## src/rtl/nes_sram_arbiter_if.sv

```systemverilog
// Bundle of the two requester ports plus the multiplexed-address SRAM pad signals.
// slave = arbiter side, master = requesters / pad bank side.
interface nes_sram_arbiter_if;
    logic        p0_req;
    logic        p0_we;
    logic [19:0] p0_addr;
    logic [7:0]  p0_wdata;
    logic        p0_ack;
    logic [7:0]  p0_rdata;
    logic        p1_req;
    logic        p1_we;
    logic [19:0] p1_addr;
    logic [7:0]  p1_wdata;
    logic        p1_ack;
    logic [7:0]  p1_rdata;
    logic        busy;
    logic [1:0]  sram_ale;
    logic [3:0]  sram_adrh;
    logic        sram_cen;
    logic        sram_rdn;
    logic        sram_wdn;
    logic        sram_bus_oen;
    logic [7:0]  sram_do;
    logic [7:0]  sram_di;

    modport slave (
        input  p0_req, p0_we, p0_addr, p0_wdata, p1_req, p1_we, p1_addr, p1_wdata, sram_di,
        output p0_ack, p0_rdata, p1_ack, p1_rdata, busy,
               sram_ale, sram_adrh, sram_cen, sram_rdn, sram_wdn, sram_bus_oen, sram_do
    );

    modport master (
        output p0_req, p0_we, p0_addr, p0_wdata, p1_req, p1_we, p1_addr, p1_wdata, sram_di,
        input  p0_ack, p0_rdata, p1_ack, p1_rdata, busy,
               sram_ale, sram_adrh, sram_cen, sram_rdn, sram_wdn, sram_bus_oen, sram_do
    );
endinterface

```

## src/rtl/nes_sram_arbiter.sv

```systemverilog
// Two-port (PPU priority, CPU second) arbiter for the external 8-bit multiplexed-address SRAM.
// Optional SRAM_ALE_SKIP_EN: skip ALE phases whose address byte is already latched in the SRAM.
module nes_sram_arbiter #(
    parameter int ALE_CYCLES = 1,
    parameter int ACC_CYCLES = 2
) (
    input logic               clk,
    input logic               rst_n,
    nes_sram_arbiter_if.slave bus
);
    typedef enum logic [2:0] {IDLE, ALE0, ALE1, ACCESS, RECOVER} state_t;

    localparam logic [7:0] ALE_LAST = 8'(ALE_CYCLES - 1);
    localparam logic [7:0] ACC_LAST = 8'(ACC_CYCLES - 1);

    state_t          state, state_n;
    logic [7:0]      cnt;
    logic            phase_last;

    logic [1:0]      req, we_in;
    logic [1:0][19:0] addr_in;
    logic [1:0][7:0] wdata_in;

    logic            gnt, gnt_q, we_q, cur_we;
    logic [19:0]     addr_q, cur_addr;
    logic [7:0]      wdata_q, cur_wdata;
    logic            need_lo, need_mid;

    logic [1:0]      ale_q, ale_n;
    logic [3:0]      adrh_q, adrh_n;
    logic            cen_q, cen_n, rdn_q, rdn_n, wdn_q, wdn_n, oen_q, oen_n, busy_q, busy_n;
    logic [7:0]      do_q, do_n;
    logic [1:0]      ack_q;
    logic [1:0][7:0] rdata_q;

    assign req      = {bus.p1_req, bus.p0_req};
    assign we_in    = {bus.p1_we, bus.p0_we};
    assign addr_in  = {bus.p1_addr, bus.p0_addr};
    assign wdata_in = {bus.p1_wdata, bus.p0_wdata};
    assign gnt      = ~req[0];

    // In IDLE the granted port's inputs feed the output registers directly; afterwards the copy.
    always_comb begin
        cur_we    = we_q;
        cur_addr  = addr_q;
        cur_wdata = wdata_q;
        if (state == IDLE) begin
            cur_we    = we_in[gnt];
            cur_addr  = addr_in[gnt];
            cur_wdata = wdata_in[gnt];
        end
    end

    assign phase_last = (state == ACCESS) ? (cnt == ACC_LAST) : (cnt == ALE_LAST);

`ifdef SRAM_ALE_SKIP_EN
    logic       lo_v, mid_v;
    logic [7:0] lo_q, mid_q;

    always_ff @(posedge clk or negedge rst_n) begin
        if (!rst_n) begin
            lo_v  <= 1'b0;
            mid_v <= 1'b0;
            lo_q  <= '0;
            mid_q <= '0;
        end else begin
            if (state == ALE0) begin
                lo_v <= 1'b1;
                lo_q <= addr_q[7:0];
            end
            if (state == ALE1) begin
                mid_v <= 1'b1;
                mid_q <= addr_q[15:8];
            end
        end
    end

    assign need_lo  = !(lo_v && (lo_q == cur_addr[7:0]));
    assign need_mid = !(mid_v && (mid_q == cur_addr[15:8]));
`else
    assign need_lo  = 1'b1;
    assign need_mid = 1'b1;
`endif

    always_ff @(posedge clk or negedge rst_n) begin
        if (!rst_n) begin
            state <= IDLE;
            cnt   <= '0;
        end else begin
            state <= state_n;
            cnt   <= (state_n == state) ? cnt + 8'd1 : 8'd0;
        end
    end

    always_comb begin
        state_n = state;
        case (state)
            IDLE:    if (|req) state_n = need_lo ? ALE0 : (need_mid ? ALE1 : ACCESS);
            ALE0:    if (phase_last) state_n = need_mid ? ALE1 : ACCESS;
            ALE1:    if (phase_last) state_n = ACCESS;
            ACCESS:  if (phase_last) state_n = RECOVER;
            RECOVER: state_n = IDLE;
            default: state_n = IDLE;
        endcase
    end

    // Output values are decoded from the next state so the pads change on the state edge.
    always_comb begin
        ale_n  = 2'b00;
        adrh_n = adrh_q;
        cen_n  = 1'b1;
        rdn_n  = 1'b1;
        wdn_n  = 1'b1;
        oen_n  = 1'b1;
        do_n   = do_q;
        busy_n = (state_n != IDLE);
        case (state_n)
            ALE0: begin
                ale_n  = 2'b01;
                oen_n  = 1'b0;
                do_n   = cur_addr[7:0];
                adrh_n = cur_addr[19:16];
            end
            ALE1: begin
                ale_n  = 2'b10;
                oen_n  = 1'b0;
                do_n   = cur_addr[15:8];
                adrh_n = cur_addr[19:16];
            end
            ACCESS: begin
                cen_n  = 1'b0;
                adrh_n = cur_addr[19:16];
                if (cur_we) begin
                    wdn_n = 1'b0;
                    oen_n = 1'b0;
                    do_n  = cur_wdata;
                end else begin
                    rdn_n = 1'b0;
                end
            end
            RECOVER: begin
                if (cur_we) begin
                    oen_n = 1'b0;
                    do_n  = cur_wdata;
                end
            end
            default: ;
        endcase
    end

    always_ff @(posedge clk or negedge rst_n) begin
        if (!rst_n) begin
            gnt_q   <= 1'b0;
            we_q    <= 1'b0;
            addr_q  <= '0;
            wdata_q <= '0;
        end else if (state == IDLE && |req) begin
            gnt_q   <= gnt;
            we_q    <= cur_we;
            addr_q  <= cur_addr;
            wdata_q <= cur_wdata;
        end
    end

    always_ff @(posedge clk or negedge rst_n) begin
        if (!rst_n) begin
            ale_q   <= 2'b00;
            adrh_q  <= '0;
            cen_q   <= 1'b1;
            rdn_q   <= 1'b1;
            wdn_q   <= 1'b1;
            oen_q   <= 1'b1;
            do_q    <= '0;
            busy_q  <= 1'b0;
            ack_q   <= '0;
            rdata_q <= '0;
        end else begin
            ale_q  <= ale_n;
            adrh_q <= adrh_n;
            cen_q  <= cen_n;
            rdn_q  <= rdn_n;
            wdn_q  <= wdn_n;
            oen_q  <= oen_n;
            do_q   <= do_n;
            busy_q <= busy_n;
            ack_q  <= '0;
            if (state == ACCESS && phase_last) begin
                ack_q[gnt_q] <= 1'b1;
                if (!we_q) rdata_q[gnt_q] <= bus.sram_di;
            end
        end
    end

    assign bus.sram_ale     = ale_q;
    assign bus.sram_adrh    = adrh_q;
    assign bus.sram_cen     = cen_q;
    assign bus.sram_rdn     = rdn_q;
    assign bus.sram_wdn     = wdn_q;
    assign bus.sram_bus_oen = oen_q;
    assign bus.sram_do      = do_q;
    assign bus.busy         = busy_q;
    assign bus.p0_ack       = ack_q[0];
    assign bus.p1_ack       = ack_q[1];
    assign bus.p0_rdata     = rdata_q[0];
    assign bus.p1_rdata     = rdata_q[1];
endmodule
```

## src/flat_wrapper.sv

```systemverilog
// flat-port wrapper written by rule: the top's interface ports become plain ports
module nes_sram_arbiter_flat 
#(
    parameter int ALE_CYCLES = 1,
    parameter int ACC_CYCLES = 2
)
  (clk, rst_n, bus_p0_req, bus_p0_we, bus_p0_addr, bus_p0_wdata, bus_p1_req, bus_p1_we, bus_p1_addr, bus_p1_wdata, bus_sram_di, bus_p0_ack, bus_p0_rdata, bus_p1_ack, bus_p1_rdata, bus_busy, bus_sram_ale, bus_sram_adrh, bus_sram_cen, bus_sram_rdn, bus_sram_wdn, bus_sram_bus_oen, bus_sram_do);
  nes_sram_arbiter_if bus_i ();
  input logic clk;
  input logic rst_n;
  input wire logic [$bits(bus_i.p0_req)-1:0] bus_p0_req;
  input wire logic [$bits(bus_i.p0_we)-1:0] bus_p0_we;
  input wire logic [$bits(bus_i.p0_addr)-1:0] bus_p0_addr;
  input wire logic [$bits(bus_i.p0_wdata)-1:0] bus_p0_wdata;
  input wire logic [$bits(bus_i.p1_req)-1:0] bus_p1_req;
  input wire logic [$bits(bus_i.p1_we)-1:0] bus_p1_we;
  input wire logic [$bits(bus_i.p1_addr)-1:0] bus_p1_addr;
  input wire logic [$bits(bus_i.p1_wdata)-1:0] bus_p1_wdata;
  input wire logic [$bits(bus_i.sram_di)-1:0] bus_sram_di;
  output wire logic [$bits(bus_i.p0_ack)-1:0] bus_p0_ack;
  output wire logic [$bits(bus_i.p0_rdata)-1:0] bus_p0_rdata;
  output wire logic [$bits(bus_i.p1_ack)-1:0] bus_p1_ack;
  output wire logic [$bits(bus_i.p1_rdata)-1:0] bus_p1_rdata;
  output wire logic [$bits(bus_i.busy)-1:0] bus_busy;
  output wire logic [$bits(bus_i.sram_ale)-1:0] bus_sram_ale;
  output wire logic [$bits(bus_i.sram_adrh)-1:0] bus_sram_adrh;
  output wire logic [$bits(bus_i.sram_cen)-1:0] bus_sram_cen;
  output wire logic [$bits(bus_i.sram_rdn)-1:0] bus_sram_rdn;
  output wire logic [$bits(bus_i.sram_wdn)-1:0] bus_sram_wdn;
  output wire logic [$bits(bus_i.sram_bus_oen)-1:0] bus_sram_bus_oen;
  output wire logic [$bits(bus_i.sram_do)-1:0] bus_sram_do;
  assign bus_i.p0_req = bus_p0_req;
  assign bus_i.p0_we = bus_p0_we;
  assign bus_i.p0_addr = bus_p0_addr;
  assign bus_i.p0_wdata = bus_p0_wdata;
  assign bus_i.p1_req = bus_p1_req;
  assign bus_i.p1_we = bus_p1_we;
  assign bus_i.p1_addr = bus_p1_addr;
  assign bus_i.p1_wdata = bus_p1_wdata;
  assign bus_i.sram_di = bus_sram_di;
  assign bus_p0_ack = bus_i.p0_ack;
  assign bus_p0_rdata = bus_i.p0_rdata;
  assign bus_p1_ack = bus_i.p1_ack;
  assign bus_p1_rdata = bus_i.p1_rdata;
  assign bus_busy = bus_i.busy;
  assign bus_sram_ale = bus_i.sram_ale;
  assign bus_sram_adrh = bus_i.sram_adrh;
  assign bus_sram_cen = bus_i.sram_cen;
  assign bus_sram_rdn = bus_i.sram_rdn;
  assign bus_sram_wdn = bus_i.sram_wdn;
  assign bus_sram_bus_oen = bus_i.sram_bus_oen;
  assign bus_sram_do = bus_i.sram_do;
  nes_sram_arbiter #(.ALE_CYCLES(ALE_CYCLES), .ACC_CYCLES(ACC_CYCLES)) u_core (.clk(clk), .rst_n(rst_n), .bus(bus_i));
endmodule
```

## config.mk

```make
export PLATFORM = sky130hd
export DESIGN_NAME = nes_sram_arbiter_flat
export DESIGN_NICKNAME = d
export VERILOG_FILES = /design/src/rtl/nes_sram_arbiter_if.sv /design/src/rtl/nes_sram_arbiter.sv /design/src/flat_wrapper.sv
export SDC_FILE = /design/constraint.sdc
export NUM_CORES = 1
export LEC_CHECK = 0
export ABC_CLOCK_PERIOD_IN_PS = 2300
export CORE_ASPECT_RATIO = 0.75
export CORE_UTILIZATION = 25
export DETAILED_ROUTE_END_ITERATION = 7
export GPL_ROUTABILITY_DRIVEN = 1
export SYNTH_ARGS = -nofsm -noshare
export SYNTH_HDL_FRONTEND = slang
export SYNTH_SLANG_ARGS = --single-unit
```

## constraint.sdc

```tcl
create_clock -name clk -period 2.3 [get_ports clk]
set_clock_uncertainty 0.15 [all_clocks]
set_input_delay 0.23 -clock clk [delete_from_list [all_inputs] [get_ports clk]]
set_output_delay 0.23 -clock clk [all_outputs]
set_load 0.005 [all_outputs]
```

==> impl_results.md <==
- Htree depth: 3
- Clock-pin slew of the registers on the worst-case setup and hold paths: 60 ps
- Asr flop ratio synth: 100%
- DP HPWL: 7520 microns
- Worst Slack Setup Final: -22.5 ps
- Failing checks: negative setup slack
- # IOs: 107
- Yosys Warn Count: 0
- Status: finished with violations
- Grt total ovfl: 0
- CTS tree: yes
- Seq/Total Area, Yosys: 51.7%
- Top cells by area, synth: dfrtp_1 49%, mux2_2 7.7%, mux2i_1 7.7%
- Met3 WL: 608 microns
- Vias: 3083
- Synthesized area per cell: 11.0 sq um
- Leak: 2.48 nW
- IO buf count: 106
- Critical Path Source Type: flip-flop
- Number of fill cells: 1452
- Layout area overhead: 50.8%
- Total power: 7.74 mW
- Yosys cell types: 41
- Initial antenna violation count: 0
- Crit. End Element: flip-flop
- Critical path class: flip-flop to flip-flop
- Yosys top cell area share: 49.0%
- Switching power: 2.63 mW
- Gate Count Post-Synth: 345
- Vias per cell: 4.52
- Routed WL: 10100 microns
- Largest net degree at the start of global routing: 59
- Mapped Area: 3780 sq um
- First-pass GRT wire length: 16400 microns
- Core area: 14600 sq um
- Hold_ws: 185 ps
- Drt pass-1 iters: 5
- Slew Limit Fails: 0
- Setup Viol. Count Final: 8
- Layout Cells excl Fill: 682
- Antenna cells: 0
- DRC: 0
- Crit Path Max Fanout: 8
- Combinational power share: 46.9%
- Slew @ Worst Pin: 714 ps
- Starting Density: 25.9%
- Tightest Hold Check Type: input pin to async pin
- Wire length per cell: 14.8 microns
- Net Sw Frac: 34.0%
- Clk network pwr share: 20.8%
- Critical path data required time: 2370 ps
- DR top layer: met4
- Total of max-cap violations: 0
- Synth Net Count: 418
- Finished Core Util: 39.1%
- CTS max path bufs: 2
- Die area: 15600 sq um
- Height of the die: 109 microns
- Final ANT Viol Nets: 0
- Synth area leader: dfrtp_1
- Primary FF master, synth: dfrtp_1
- FMAX: 431 MHz
- Final RePlAce weighted congestion: 0.770
- Vias in the first global route: 3075
- #FFs+latches synth: 78
- Chip width: 144 microns
- Area after DPL: 5290 sq um
- Root Buffer: clkbuf_16
- Placement Setup Slack: -36.4 ps
- DRT iter0 DRCs: 159
- Post-route setup TNS: -132 ps
- Arr. time, crit path: 2390 ps
- Slew HR: 52.3%
- Minimum clock period: 2320 ps
- Layout cell share with drive strength beyond 1: 20.3%
- Overall Global Routing Usage: 13.9%
- P per Cell Area: 1360 nW/um^2
- Internal power: 5.10 mW
- Area of all placed cells without fillers: 5700 sq um
- Worst VDD drop: 0.541 mV
- Sink Count: 78
- Final period utilization: 101%
- Wire length on met1: 5140 microns
- Placed cells: 660
- Most frequent cell after synthesis: dfrtp_1
- CTS Buf Count: 9
- Number of synthesized flops with an enable pin: 0
- Routed length on met2: 4210 microns
- Synth top cells by count: 74 x dfrtp_1, 45 x nand2_1, 37 x o21ai_0
- Sequential share of power: 32.3%
- Clk_lat worst skew: 330 ps
- Unrepaired setup endpoints after global routing: yes
- Reg2Reg Setup Slack: -20 ps
- # rows: 38
- Final hold vios: 0
- Nets: 551
## what timing repair did
item,CTS,global route
hold buffers,1,0
endpoints found under the setup margin,15,24
endpoints found under the hold margin,70,0
buffers inserted,2,4
resized for setup,1,3
pin swaps,0,4
## critical path: stages, from the launching register on
cell and delay, ps:
dfrtp_1 400, nor4_4 290, nor3b_4 280, nand3_4 100, or4b_4 650, mux2_4 340
## sequential cells by signal, summed over array words and instances (netlist names)
name / cells
u_core.bus.sram_bus_oen: 1
u_core.bus.busy: 1
u_core.gnt_q: 1
u_core.bus.sram_wdn: 1
u_core.bus.sram_adrh: 4
u_core.bus.sram_do: 8
u_core.cnt: 8
u_core.we_q: 1
u_core.bus.p1_rdata: 8
u_core.bus.p0_rdata: 8
u_core.bus.sram_ale: 2
u_core.addr_q: 20
u_core.wdata_q: 8
u_core.bus.sram_cen: 1
u_core.state: 3
u_core.bus.sram_rdn: 1
u_core.ack_q: 2
## area by class of cell
| type | count | area, sq um | area share (%) |
|---|---|---|---|
| clock buffers | 9 | 225 | 3.95 |
| clock inverters | 6 | 111 | 1.95 |
| well taps | 200 | 250 | 4.39 |
| flip-flops and latches | 78 | 1960 | 34.3 |
| inverters | 6 | 22.5 | 0.395 |
| repair buffers | 141 | 1360 | 23.8 |
| multi-input cells | 242 | 1780 | 31.2 |
## path summary, 6_finish.rpt
path,from,cells past startpoint,to
max,u_core.cnt[4]$_DFF_PN0_,5,u_core.bus.p1_rdata[7]$_DFFE_PN0P_
max in group asynchronous,rst_n,3,u_core.bus.sram_bus_oen$_DFF_PN1_
min reg2reg,u_core.addr_q[7]$_DFFE_PN0P_,2,u_core.addr_q[7]$_DFFE_PN0P_
max reg2reg,u_core.cnt[4]$_DFF_PN0_,5,u_core.bus.p1_rdata[7]$_DFFE_PN0P_
min in group clk,bus_p0_req,2,u_core.gnt_q$_DFFE_PN0P_
min,rst_n,2,u_core.bus.p0_rdata[3]$_DFFE_PN0P_
## routing by layer
| metal | vias up | GRT usage [%] |
|---|---|---|
| met5 | - | 0 |
| met4 | 0 | 4.71 |
| met3 | 11 | 3.28 |
| met2 | 103 | 19.6 |
| met1 | 1485 | 20.5 |
| li1 | 1484 | - |
## power groups by stage
stage	registers (mW)	logic (mW)	clock network, mW
2_1_floorplan	2.39	1.95	0
3_3_place_gp	2.51	3.36	0
3_5_place_dp	2.51	3.47	0
4_1_cts	2.50	3.53	1.66
5_1_grt	2.59	4.02	1.71
6_report	2.50	3.63	1.61
## cell usage in the layout, fill, tap and decap left out, types with 2 or more instances in the layout
cell               n
and3_1             2
inv_1              6
a21oi_1           16
nor4_4             2
xor2_1             4
mux2i_1           29
buf_4             32
nand2_1           45
nor2_1            22
a22oi_1            7
nor3b_1            2
clkdlybuf4s50_1  104
clkbuf_16          9
nor2b_1            3
nor3_1             2
nand3_1            5
buf_12             3
and2_1             2
ha_1               3
mux2_4            15
o2111ai_1          6
mux2_2            19
xnor2_1            2
nand2b_1           2
o21ai_1            3
o21ai_0           35
bufinv_16          3
dfstp_2            4
dfrtp_1           74
## logic make-up (layout without fill, tap and decap cells)
kind of cell               Yosys count  after routing  share of synthesized area (%)
and+or+nand+nor                     93             93                           12.5
DFF                                 78             78                           51.7
AOI/OAI and AO/OA                   77             77                           12.1
muxes                               63             63                           18.6
buffers and inverters               25            162                           2.68
xor gates and xnor gates             6              6                           1.39
adders and majority gates            3              3                          0.992
Note: power is estimated with default switching activity, not from simulation.
